**config.mk**
```make
export PLATFORM = sky130hd
export DESIGN_NAME = ahb3lite_burst_master_flat
export DESIGN_NICKNAME = d
export VERILOG_FILES = /design/src/rtl/ahb3lite_burst_master_if.sv /design/src/rtl/ahb3lite_burst_master.sv /design/src/flat_wrapper.sv
export SDC_FILE = /design/constraint.sdc
export NUM_CORES = 1
export LEC_CHECK = 0
export ABC_AREA = 1
export ABC_CLOCK_PERIOD_IN_PS = 3700
export CAP_MARGIN = 20
export CORE_MARGIN = 3
export CORE_UTILIZATION = 43
export CTS_CLUSTER_SIZE = 20
export DETAILED_ROUTE_END_ITERATION = 7
export HOLD_SLACK_MARGIN = 0.1
export PLACE_DENSITY_LB_ADDON = 0.1
export SETUP_SLACK_MARGIN = 0.3
export SKIP_LAST_GASP = 1
export SLEW_MARGIN = 20
export SYNTH_ARGS = -nofsm -noshare
export SYNTH_HDL_FRONTEND = slang
export SYNTH_SLANG_ARGS = --single-unit
```
**constraint.sdc**
```tcl
create_clock -name HCLK -period 3.7 [get_ports HCLK]
set_input_delay 0.37 -clock HCLK [delete_from_list [all_inputs] [get_ports HCLK]]
set_output_delay 0.37 -clock HCLK [all_outputs]
set_load 0.05 [all_outputs]
```
**src/rtl/ahb3lite_burst_master_if.sv**
```systemverilog
// Bus bundle between the burst sequencer, its local requester and the AHB-Lite slave side.
// The master modport is the sequencer's view; slave is the requester/bus-model view.
interface ahb3lite_burst_master_if #(
  parameter int ADDR_W = 32
);
  logic              req_valid;
  logic              req_ready;
  logic [ADDR_W-1:0] req_addr;
  logic [2:0]        req_burst;
  logic [2:0]        req_size;
  logic              req_write;
  logic [7:0]        req_len;
  logic              busy_req;

  logic [ADDR_W-1:0] HADDR;
  logic [1:0]        HTRANS;
  logic [2:0]        HBURST;
  logic [2:0]        HSIZE;
  logic              HWRITE;
  logic              HREADY;
  logic              HRESP;

  logic              beat_done;
  logic [7:0]        beat_idx;
  logic              done;
  logic              err;

  modport master (
    input  req_valid, req_addr, req_burst, req_size, req_write, req_len, busy_req,
    input  HREADY, HRESP,
    output req_ready, HADDR, HTRANS, HBURST, HSIZE, HWRITE,
    output beat_done, beat_idx, done, err
  );

  modport slave (
    output req_valid, req_addr, req_burst, req_size, req_write, req_len, busy_req,
    output HREADY, HRESP,
    input  req_ready, HADDR, HTRANS, HBURST, HSIZE, HWRITE,
    input  beat_done, beat_idx, done, err
  );
endinterface

```
**src/rtl/ahb3lite_burst_master.sv**
```systemverilog
// AHB-Lite address-phase sequencer: takes one burst command at a time and drives
// HADDR/HTRANS/HBURST/HSIZE/HWRITE with BUSY insertion, wait states and ERROR abort.
//
// state  | meaning
// S_IDLE | ready for a command, bus idle
// S_ADDR | address phases outstanding (data phase of the previous beat may overlap)
// S_LAST | last address accepted, only the final data phase remains
// S_ERR  | second cycle of an ERROR response
module ahb3lite_burst_master #(
  parameter int ADDR_W = 32,
  parameter int DATA_W = 32
) (
  input  logic HCLK,
  input  logic HRESET,
  ahb3lite_burst_master_if.master bus
);
  localparam int MAX_SIZE = $clog2(DATA_W / 8);

  localparam logic [1:0] TR_IDLE   = 2'b00;
  localparam logic [1:0] TR_BUSY   = 2'b01;
  localparam logic [1:0] TR_NONSEQ = 2'b10;
  localparam logic [1:0] TR_SEQ    = 2'b11;
  localparam logic [2:0] BU_INCR   = 3'b001;

  typedef enum logic [1:0] {S_IDLE, S_ADDR, S_LAST, S_ERR} state_t;
  state_t state, state_n;

  logic [ADDR_W-1:0] haddr, haddr_n;
  logic [ADDR_W-1:0] wrap_mask, wrap_mask_n;
  logic [1:0]        htrans, htrans_n;
  logic [2:0]        hburst, hburst_n;
  logic [2:0]        hsize, hsize_n;
  logic              hwrite, hwrite_n;
  logic [7:0]        rem, rem_n;
  logic [7:0]        cnt, cnt_n;
  logic [7:0]        beat_idx, beat_idx_n;
  logic              dp, dp_n;
  logic              beat_done, beat_done_n;
  logic              done, done_n;
  logic              err, err_n;
  logic              req_ready, req_ready_n;

  // command decode and legality
  logic [8:0]        req_beats;
  logic [4:0]        fix_beats;
  logic [12:0]       req_bytes;
  logic [ADDR_W-1:0] req_inc;
  logic              is_wrap, is_incr_fix, size_ok, align_ok, cross_1k, legal;

  always_comb begin
    fix_beats = 5'd1;
    case (bus.req_burst)
      3'b010, 3'b011: fix_beats = 5'd4;
      3'b100, 3'b101: fix_beats = 5'd8;
      3'b110, 3'b111: fix_beats = 5'd16;
      default:        fix_beats = 5'd1;
    endcase
    req_beats   = (bus.req_burst == BU_INCR) ? ({1'b0, bus.req_len} + 9'd1) : {4'd0, fix_beats};
    req_bytes   = 13'(fix_beats) << bus.req_size;
    req_inc     = ADDR_W'(1) << bus.req_size;
    is_wrap     = (bus.req_burst == 3'b010) || (bus.req_burst == 3'b100) || (bus.req_burst == 3'b110);
    is_incr_fix = (bus.req_burst == 3'b011) || (bus.req_burst == 3'b101) || (bus.req_burst == 3'b111);
    size_ok     = ({29'd0, bus.req_size} <= 32'(MAX_SIZE));
    align_ok    = ((bus.req_addr & (req_inc - ADDR_W'(1))) == '0);
    cross_1k    = is_incr_fix && (({3'b000, bus.req_addr[9:0]} + req_bytes) > 13'd1024);
    legal       = size_ok && align_ok && !cross_1k;
  end

  // next beat address; non-wrapping bursts keep an all-ones mask so this reduces to addr+inc
  logic [ADDR_W-1:0] addr_step, addr_nxt;
  logic [1:0]        nxt_trans;

  always_comb begin
    addr_step = haddr + (ADDR_W'(1) << hsize);
    addr_nxt  = (haddr & ~wrap_mask) | (addr_step & wrap_mask);
    nxt_trans = ((hburst == BU_INCR) && (addr_nxt[9:0] == 10'd0)) ? TR_NONSEQ : TR_SEQ;
  end

  always_comb begin
    state_n     = state;
    haddr_n     = haddr;
    wrap_mask_n = wrap_mask;
    htrans_n    = htrans;
    hburst_n    = hburst;
    hsize_n     = hsize;
    hwrite_n    = hwrite;
    rem_n       = rem;
    cnt_n       = cnt;
    beat_idx_n  = beat_idx;
    dp_n        = dp;
    beat_done_n = 1'b0;
    done_n      = 1'b0;
    err_n       = 1'b0;

    case (state)
      S_IDLE: begin
        if (bus.req_valid && req_ready) begin
          if (legal) begin
            haddr_n     = bus.req_addr;
            htrans_n    = TR_NONSEQ;
            hburst_n    = bus.req_burst;
            hsize_n     = bus.req_size;
            hwrite_n    = bus.req_write;
            wrap_mask_n = is_wrap ? ADDR_W'(req_bytes - 13'd1) : '1;
            rem_n       = 8'(req_beats - 9'd1);
            cnt_n       = 8'd0;
            dp_n        = 1'b0;
            state_n     = S_ADDR;
          end else begin
            err_n = 1'b1;
          end
        end
      end

      S_ADDR: begin
        if (dp && bus.HRESP) begin
          htrans_n = TR_IDLE;
          if (!bus.HREADY) begin
            state_n = S_ERR;
          end else begin
            done_n  = 1'b1;
            err_n   = 1'b1;
            dp_n    = 1'b0;
            state_n = S_IDLE;
          end
        end else if (bus.HREADY) begin
          if (dp) begin
            beat_done_n = 1'b1;
            beat_idx_n  = cnt;
            cnt_n       = cnt + 8'd1;
          end
          if (htrans == TR_BUSY) begin
            // BUSY has no data phase; HADDR already holds the pending beat
            dp_n = 1'b0;
            if (!bus.busy_req) begin
              htrans_n = TR_SEQ;
              rem_n    = rem - 8'd1;
            end
          end else begin
            dp_n = 1'b1;
            if (rem == 8'd0) begin
              htrans_n = TR_IDLE;
              state_n  = S_LAST;
            end else begin
              haddr_n = addr_nxt;
              if (bus.busy_req && (nxt_trans == TR_SEQ)) begin
                htrans_n = TR_BUSY;
              end else begin
                htrans_n = nxt_trans;
                rem_n    = rem - 8'd1;
              end
            end
          end
        end
      end

      S_LAST: begin
        if (bus.HRESP) begin
          if (!bus.HREADY) begin
            state_n = S_ERR;
          end else begin
            done_n  = 1'b1;
            err_n   = 1'b1;
            dp_n    = 1'b0;
            state_n = S_IDLE;
          end
        end else if (bus.HREADY) begin
          beat_done_n = 1'b1;
          beat_idx_n  = cnt;
          cnt_n       = cnt + 8'd1;
          done_n      = 1'b1;
          dp_n        = 1'b0;
          state_n     = S_IDLE;
        end
      end

      S_ERR: begin
        if (bus.HREADY) begin
          done_n  = 1'b1;
          err_n   = 1'b1;
          dp_n    = 1'b0;
          state_n = S_IDLE;
        end
      end

      default: state_n = S_IDLE;
    endcase

    req_ready_n = (state_n == S_IDLE);
  end

  always_ff @(posedge HCLK or posedge HRESET) begin
    if (HRESET) begin
      state     <= S_IDLE;
      haddr     <= '0;
      wrap_mask <= '1;
      htrans    <= TR_IDLE;
      hburst    <= 3'b000;
      hsize     <= 3'b000;
      hwrite    <= 1'b0;
      rem       <= 8'd0;
      cnt       <= 8'd0;
      beat_idx  <= 8'd0;
      dp        <= 1'b0;
      beat_done <= 1'b0;
      done      <= 1'b0;
      err       <= 1'b0;
      req_ready <= 1'b1;
    end else begin
      state     <= state_n;
      haddr     <= haddr_n;
      wrap_mask <= wrap_mask_n;
      htrans    <= htrans_n;
      hburst    <= hburst_n;
      hsize     <= hsize_n;
      hwrite    <= hwrite_n;
      rem       <= rem_n;
      cnt       <= cnt_n;
      beat_idx  <= beat_idx_n;
      dp        <= dp_n;
      beat_done <= beat_done_n;
      done      <= done_n;
      err       <= err_n;
      req_ready <= req_ready_n;
    end
  end

  assign bus.req_ready = req_ready;
  assign bus.HADDR     = haddr;
  assign bus.HTRANS    = htrans;
  assign bus.HBURST    = hburst;
  assign bus.HSIZE     = hsize;
  assign bus.HWRITE    = hwrite;
  assign bus.beat_done = beat_done;
  assign bus.beat_idx  = beat_idx;
  assign bus.done      = done;
  assign bus.err       = err;
endmodule

```
**src/flat_wrapper.sv**
```systemverilog
// flat-port wrapper written by rule: the top's interface ports become plain ports
module ahb3lite_burst_master_flat 
#(
  parameter int ADDR_W = 32,
  parameter int DATA_W = 32
)
  (HCLK, HRESET, bus_req_valid, bus_req_addr, bus_req_burst, bus_req_size, bus_req_write, bus_req_len, bus_busy_req, bus_HREADY, bus_HRESP, bus_req_ready, bus_HADDR, bus_HTRANS, bus_HBURST, bus_HSIZE, bus_HWRITE, bus_beat_done, bus_beat_idx, bus_done, bus_err);
  ahb3lite_burst_master_if #(.ADDR_W(ADDR_W)) bus_i ();
  input  logic HCLK;
  input  logic HRESET;
  input wire logic [$bits(bus_i.req_valid)-1:0] bus_req_valid;
  input wire logic [$bits(bus_i.req_addr)-1:0] bus_req_addr;
  input wire logic [$bits(bus_i.req_burst)-1:0] bus_req_burst;
  input wire logic [$bits(bus_i.req_size)-1:0] bus_req_size;
  input wire logic [$bits(bus_i.req_write)-1:0] bus_req_write;
  input wire logic [$bits(bus_i.req_len)-1:0] bus_req_len;
  input wire logic [$bits(bus_i.busy_req)-1:0] bus_busy_req;
  input wire logic [$bits(bus_i.HREADY)-1:0] bus_HREADY;
  input wire logic [$bits(bus_i.HRESP)-1:0] bus_HRESP;
  output wire logic [$bits(bus_i.req_ready)-1:0] bus_req_ready;
  output wire logic [$bits(bus_i.HADDR)-1:0] bus_HADDR;
  output wire logic [$bits(bus_i.HTRANS)-1:0] bus_HTRANS;
  output wire logic [$bits(bus_i.HBURST)-1:0] bus_HBURST;
  output wire logic [$bits(bus_i.HSIZE)-1:0] bus_HSIZE;
  output wire logic [$bits(bus_i.HWRITE)-1:0] bus_HWRITE;
  output wire logic [$bits(bus_i.beat_done)-1:0] bus_beat_done;
  output wire logic [$bits(bus_i.beat_idx)-1:0] bus_beat_idx;
  output wire logic [$bits(bus_i.done)-1:0] bus_done;
  output wire logic [$bits(bus_i.err)-1:0] bus_err;
  assign bus_i.req_valid = bus_req_valid;
  assign bus_i.req_addr = bus_req_addr;
  assign bus_i.req_burst = bus_req_burst;
  assign bus_i.req_size = bus_req_size;
  assign bus_i.req_write = bus_req_write;
  assign bus_i.req_len = bus_req_len;
  assign bus_i.busy_req = bus_busy_req;
  assign bus_i.HREADY = bus_HREADY;
  assign bus_i.HRESP = bus_HRESP;
  assign bus_req_ready = bus_i.req_ready;
  assign bus_HADDR = bus_i.HADDR;
  assign bus_HTRANS = bus_i.HTRANS;
  assign bus_HBURST = bus_i.HBURST;
  assign bus_HSIZE = bus_i.HSIZE;
  assign bus_HWRITE = bus_i.HWRITE;
  assign bus_beat_done = bus_i.beat_done;
  assign bus_beat_idx = bus_i.beat_idx;
  assign bus_done = bus_i.done;
  assign bus_err = bus_i.err;
  ahb3lite_burst_master #(.ADDR_W(ADDR_W), .DATA_W(DATA_W)) u_core (.HCLK(HCLK), .HRESET(HRESET), .bus(bus_i));
endmodule
```
# Word-level counts from Yosys, hierarchy flattened
# Index checks and enable logic that the tools add are counted.
[totals]
ff_bits = 104
in_bits = 53
out_inout_bits = 53
wordCells = 163
[classes]
add_sub_neg = 8
magnitude_cmp = 2
eq_ne = 27
shift = 3
muxes = 72
bitwise_logic = 5
reduce_logical = 31
[ops]
columns = ["cell", "count"]
rows = [
  ["$mux W32", 7],
  ["$mux W8", 21],
  ["$and A32 B32 Y32", 3],
  ["$pmux W32 S2", 1],
  ["$shl A1 B3 Y32 const A", 2],
  ["$mux W2", 17],
  ["$add A32 B32 Y32", 1],
  ["$logic_not A32 Y1", 1],
  ["$not A32 Y32", 1],
  ["$or A32 B32 Y32", 1],
  ["$pmux W8 S2", 2],
  ["$sub A32 B1 Y32 const B", 1],
  ["$pmux W8 S3", 1],
  ["$add A8 B1 Y8 const B", 2],
  ["$mux W1", 16],
  ["$reduce_and A8 Y1", 2],
  ["$sub A8 B1 Y8 const B", 2],
  ["$pmux W5 S3", 1],
  ["$sub A13 B1 Y14 const B", 1],
  ["$add A10 B13 Y13", 1],
  ["$gt A13 B11 Y1 const B", 1],
  ["$shl A5 B3 Y13", 1],
  ["$eq A3 B3 Y1 const B", 4],
  ["$ne A2 B2 Y1 const B", 6],
  ["27 further kinds", 52],
]

# Depth between registers and ports, before layout
[logic_depth]
depth_word = 15
depth_mapped = 25
ltp_nobuf = 24

# Worst setup path before layout
# OpenSTA, ideal clock, no wires.
[synth_timing]
path_type = "flip-flop to flip-flop"
startpoint = "reg u_core.hsize[0], in the netlist u_core.bus.HSIZE[0]"
endpoint = "reg u_core.rem[0]"
setup_ns = 0.117
t_arrival_ns = 3.184
t_required_ns = 3.583
setup_slack_ns = 0.399
path_stages_with_launch = 20
path_buffers = 0
period_less_slack_ns = 3.301
cell_sequence = "dfrtp_1 > inv_1 > nor3_1 > ha_1 > nand2_1 > nand3_1 > inv_1 > nor2_1 > nor2_1 > o21ai_0 > nand2_1 > xor2_1 > nor2_1 > nand3_1 > nand2_1 > a21oi_1 > a21oi_1 > nand2_2 > nand2_1 > nand2_1"
[synth_between]
elab_chain_cells = 11
[synth_lines]
columns = ["element", "line_no", "rtl"]
rows = [
  ["start: declaration", "ahb3lite_burst_master.sv:32", "logic [2:0] hsize, hsize_n;"],
  ["start signal: assignment", "ahb3lite_burst_master.sv:215", "hsize <= hsize_n;"],
  ["$shl A1 B3 Y32", "ahb3lite_burst_master.sv:74", "addr_step = haddr + (ADDR_W'(1) << hsize);"],
  ["$add A32 B32 Y32", "ahb3lite_burst_master.sv:74", ""],
  ["$and A32 B32 Y32", "ahb3lite_burst_master.sv:75", "addr_nxt = (haddr & ~wrap_mask) | (addr_step & wrap_mask);"],
  ["$or A32 B32 Y32", "ahb3lite_burst_master.sv:75", ""],
  ["$logic_not A10 Y1", "ahb3lite_burst_master.sv:76", "nxt_trans = ((hburst == BU_INCR) && (addr_nxt[9:0] == 10'd0)) ? TR_NONSEQ : TR_SEQ;"],
  ["$logic_and A1 B1 Y1", "ahb3lite_burst_master.sv:76", ""],
  ["$mux W1", "ahb3lite_burst_master.sv:76", ""],
  ["$eq A2 B2 Y1", "ahb3lite_burst_master.sv:146", "if (bus.busy_req && (nxt_trans == TR_SEQ)) begin"],
  ["$logic_and A1 B1 Y1", "ahb3lite_burst_master.sv:146", ""],
  ["$ne A3 B2 Y1 (no source line)", "n/a", ""],
  ["$reduce_and A8 Y1 (no source line)", "n/a", ""],
  ["end signal: assignment", "ahb3lite_burst_master.sv:217", "rem <= rem_n;"],
  ["end: declaration", "ahb3lite_burst_master.sv:34", "logic [7:0] rem, rem_n;"],
]
# Every way passes these cells.
# A chain may end at the register's enable or synchronous reset.

# Worst setup path after layout
[layout_timing]
startpoint = "in bus_req_size[0]"
endpoint = "reg u_core.hburst[0], in the netlist u_core.bus.HBURST[0]"
[layout_between]
elab_chain_cells = 7
elab_cells_between_ends = 13
cone_classes = "2 x add/sub; 2 x order compare; 2 x shift; 1 x bitwise; 6 x reduce/logical"
[layout_lines]
columns = ["element", "line_no", "rtl"]
rows = [
  ["start: declaration", "flat_wrapper.sv:14", "input wire logic [$bits(bus_i.req_size)-1:0] bus_req_size;"],
  ["$shl A5 B3 Y13 or $shl A1 B3 Y32 (tied branches)", "ahb3lite_burst_master.sv:59, ahb3lite_burst_master.sv:60", ""],
  ["$add A10 B13 Y13 or $sub A32 B1 Y32 (tied branches)", "ahb3lite_burst_master.sv:65, ahb3lite_burst_master.sv:64", ""],
  ["$gt A13 B11 Y1 or $and A32 B32 Y32 (tied branches)", "ahb3lite_burst_master.sv:65, ahb3lite_burst_master.sv:64", ""],
  ["$logic_and A1 B1 Y1 or $logic_not A32 Y1 (tied branches)", "ahb3lite_burst_master.sv:65, ahb3lite_burst_master.sv:64", ""],
  ["$logic_not A1 Y1 or $logic_and A1 B1 Y1 (tied branches)", "ahb3lite_burst_master.sv:66", "legal = size_ok && align_ok && !cross_1k;"],
  ["$logic_and A1 B1 Y1 (*)", "ahb3lite_burst_master.sv:66", ""],
  ["$reduce_and A3 Y1 (no source line) (*)", "n/a", ""],
  ["end signal: assignment", "ahb3lite_burst_master.sv:214", "hburst <= hburst_n;"],
  ["end: declaration", "ahb3lite_burst_master.sv:31", "logic [2:0] hburst, hburst_n;"],
]
# Mark *: on every way between the ends. The rest lies on a longest branch, timed or not.

==> metrics <==
largest net degree at the start of global routing=87; final-report hold violation count=0; maximum clock frequency=just over 300 MHz; dominant synthesized flop cell=dfrtp_1; TritonCTS buffer count=9; drt via density=about 5.3; outcome=finished, final reports clean; GRT Total Usage=23.25%; H-tree levels=3; crit path DAT=3.47 ns; Clock Pin Slew Worst Setup and Hold Paths=0.07 ns; HPWL Detailed=roughly 15000 um; Yosys reg bits=86; crit-path max cell delay=0.44 ns; Syn Area/Cell=6.656 sq um; port bufs=roughly 110; vias in the first global route=between 6k and 7k; Layout fillers=approximately 1.4k; critical path endpoint category=register; EDFF count, synth=0; Crit path required time=3.93 ns; initial antenna violation count=0; Synth area leaders=dfrtp_1 (27%), nand2_1 (18%), inv_1 (6.1%); critical path fanouts, max=6; DRC errors left=0; TritonCTS clock tree=built; critical path class=input port to register; top-area cell type share of the netlist area=26.72%; die area=16990 sq um; area leader, netlist=dfrtp_1; worst path buffer plus inverter count=5; RSZ-0062 raised after global routing=false; fin crit period=3.234 ns; io pins=106; Skew-Pair Late Insertion Delay=about 0.36 ns; Worst Tran Pin Value=approximately 0.7 ns; Final ANT Viol Nets=0; Mapped Cells=999; Max Slew Vio Count=0; Post-synth ARST share=100.0%; global placer's final weighted congestion=0.8910; final std cells w/o fill=1338; core area=approximately 15000 sq um; Period Utilization, post-route=87.40%; Pwr Density=745.8 nW/um^2; syn_nets=1082; final setup skew=around 0.015 ns; CP top delay family=buffers and inverters; Syn-to-layout area delta=32.82%; Initial Utilization=44.90%; num rows=44; Nets=1232; Leak=0.004167 uW; dpl cells=~1.3k; TNS Setup=0 ns; Clock Path Buffers=2; WL per Instance=14.75 um; Slew Limit Headroom=between 50% and 60%; share of cells above drive strength 1=13.52%; DRT Pass-1 Iters=5; # setup viols final=0; Crit path top cell by count=nand2_1; most common library cells after synthesis=nand2_1 (311), inv_1 (108), nor2_1 (86); CTS Sinks=86; Vias=around 7.1k; Max-Cap Viols=0; Hold WC Path Type=input port to asynchronous set/reset pin; Detailed Route WL=19740 um; crit path cell chain=clkdlybuf4s50_1 -> inv_2 -> buf_4 -> nand2_1 -> nor2_1 -> ha_1 -> fa_2 -> a211oi_1 -> o211ai_1 -> nor2_1 -> nand2_1 -> nand3_2 -> nand3_4 -> inv_4 -> nand2_4 -> clkbuf_16 -> nand2_1 -> o21ai_0; Inserted Diodes=0; Hold Buf Count CTS=0; mapped cell area=6649 sq um; drt initial violations=671; synthesis warning total=0; Root Driver=clkbuf_16; grt ovf=0; CP startpoint kind=input port; first-pass GRT wire length=31700 um; post-synthesis sequential area ratio=32.65%; Worst path slowest cell=clkdlybuf4s50_1; die width=130.4 um; Synth cell types=48; die height=approximately 130 um; most common cell in the netlist=nand2_1; Max IR drop VDD=0.0004167 V
[worst min-delay path: stages]
cell and delay (ns):
clkdlybuf4s50_1 0.41, clkinv_2 0.06, buf_12 0.37
[cells by family (layout without fill, tap and decap cells)]
| group | Yosys count | in the layout | share of synthesized area [%] |
|---|---|---|---|
| adders and majority gates | 30 | 30 | 5.871 |
| and+or+nand+nor | 560 | 562 | 36.62 |
| AOI/OAI and AO/OA | 158 | 158 | 13.10 |
| muxes | 4 | 4 | 0.6210 |
| xor gates and xnor gates | 21 | 21 | 2.766 |
| buffers and inverters | 140 | 293 | 8.374 |
| DFF | 86 | 86 | 32.65 |
[stage by stage]
step | total power [uW] | cell area (sq um) | utilization, % | setup slack, ns | hold WS [ns]
final | 6586 | 8831 | 59.63 | 0.4660 | 0.4395
after global routing | 7091 | 8831 | 59.63 | 0.2877 | 0.4775
after CTS | 6565 | 8581 | 57.94 | 0.3181 | 0.4538
after detailed placement | 5492 | 8207 | 55.42 | -0.1853 | 0.4572
after global placement | 5462 | 8207 | 55.42 | -0.1183 | 0.4546
after floorplan | 4340 | 6649 | - | 0.3988 | 0.4428
[report_power, final]
part	internal (uW)	total, uW	switching [uW]	leakage (uW)
Clock	539	966	427	0.000147
Combinational	1310	3920	2610	0.00293
Sequential	1330	1700	371	0.00108
[per-layer routing]
metal	GRT usage (%)	wire (um)
met4	4.840	179
met5	0	0
met3	4.216	1241
met2	35.15	8573
met1	34.89	9741
[cell type report]
type                            count  area [sq um]  area share, %
Clock buffer                        9         225.2          2.550
Sequential cell                    86          2173          24.61
Clock inverter                      7         90.09          1.020
Multi-Input combinational cell    775          4121          46.67
Tap cell                          184         230.2          2.607
Inverter                          112         424.2          4.803
Timing Repair Buffer              165          1567          17.74
[cells in the final DEF, fill, tap and decap left out, drive strengths merged, types with 8 or more instances in the layout]
cell type,n
inv,114
nand3,76
clkbuf,12
nand2,321
clkdlybuf4s50,102
dfrtp,71
ha,28
dfstp,15
a21oi,31
nor2,86
xor2,16
buf,58
o21ai,97
nor3,27
nand4,31
nor4,8
[what timing repair did]
item	4_1_cts	5_1_grt
setup buffers	1	5
endpoints found under the hold margin	0	0
pin swaps	2	10
setup endpoints to repair	47	75
resized for setup	8	52
cloned	2	3
[path summary, 6_finish.rpt]
check | start | end | slack (ns) | cells past startpoint
max | bus_req_size[0] | u_core.bus.HBURST[0]$_DFFE_PP0P_ | 0.47 | 18
min | HRESET | u_core.bus.beat_idx[7]$_DFFE_PP0P_ | 0.44 | 3
max reg2reg | u_core.bus.HSIZE[0]$_DFFE_PP0P_ | u_core.rem[7]$_DFFE_PP0P_ | 0.60 | 14
min reg2reg | u_core.wrap_mask[11]$_DFFE_PP1P_ | u_core.wrap_mask[11]$_DFFE_PP1P_ | 0.46 | 2
max in group asynchronous | HRESET | u_core.bus.HSIZE[0]$_DFFE_PP0P_ | 2.88 | 3
min in group HCLK | u_core.wrap_mask[11]$_DFFE_PP1P_ | u_core.wrap_mask[11]$_DFFE_PP1P_ | 0.46 | 2
Note: power is estimated with default switching activity, not from simulation.
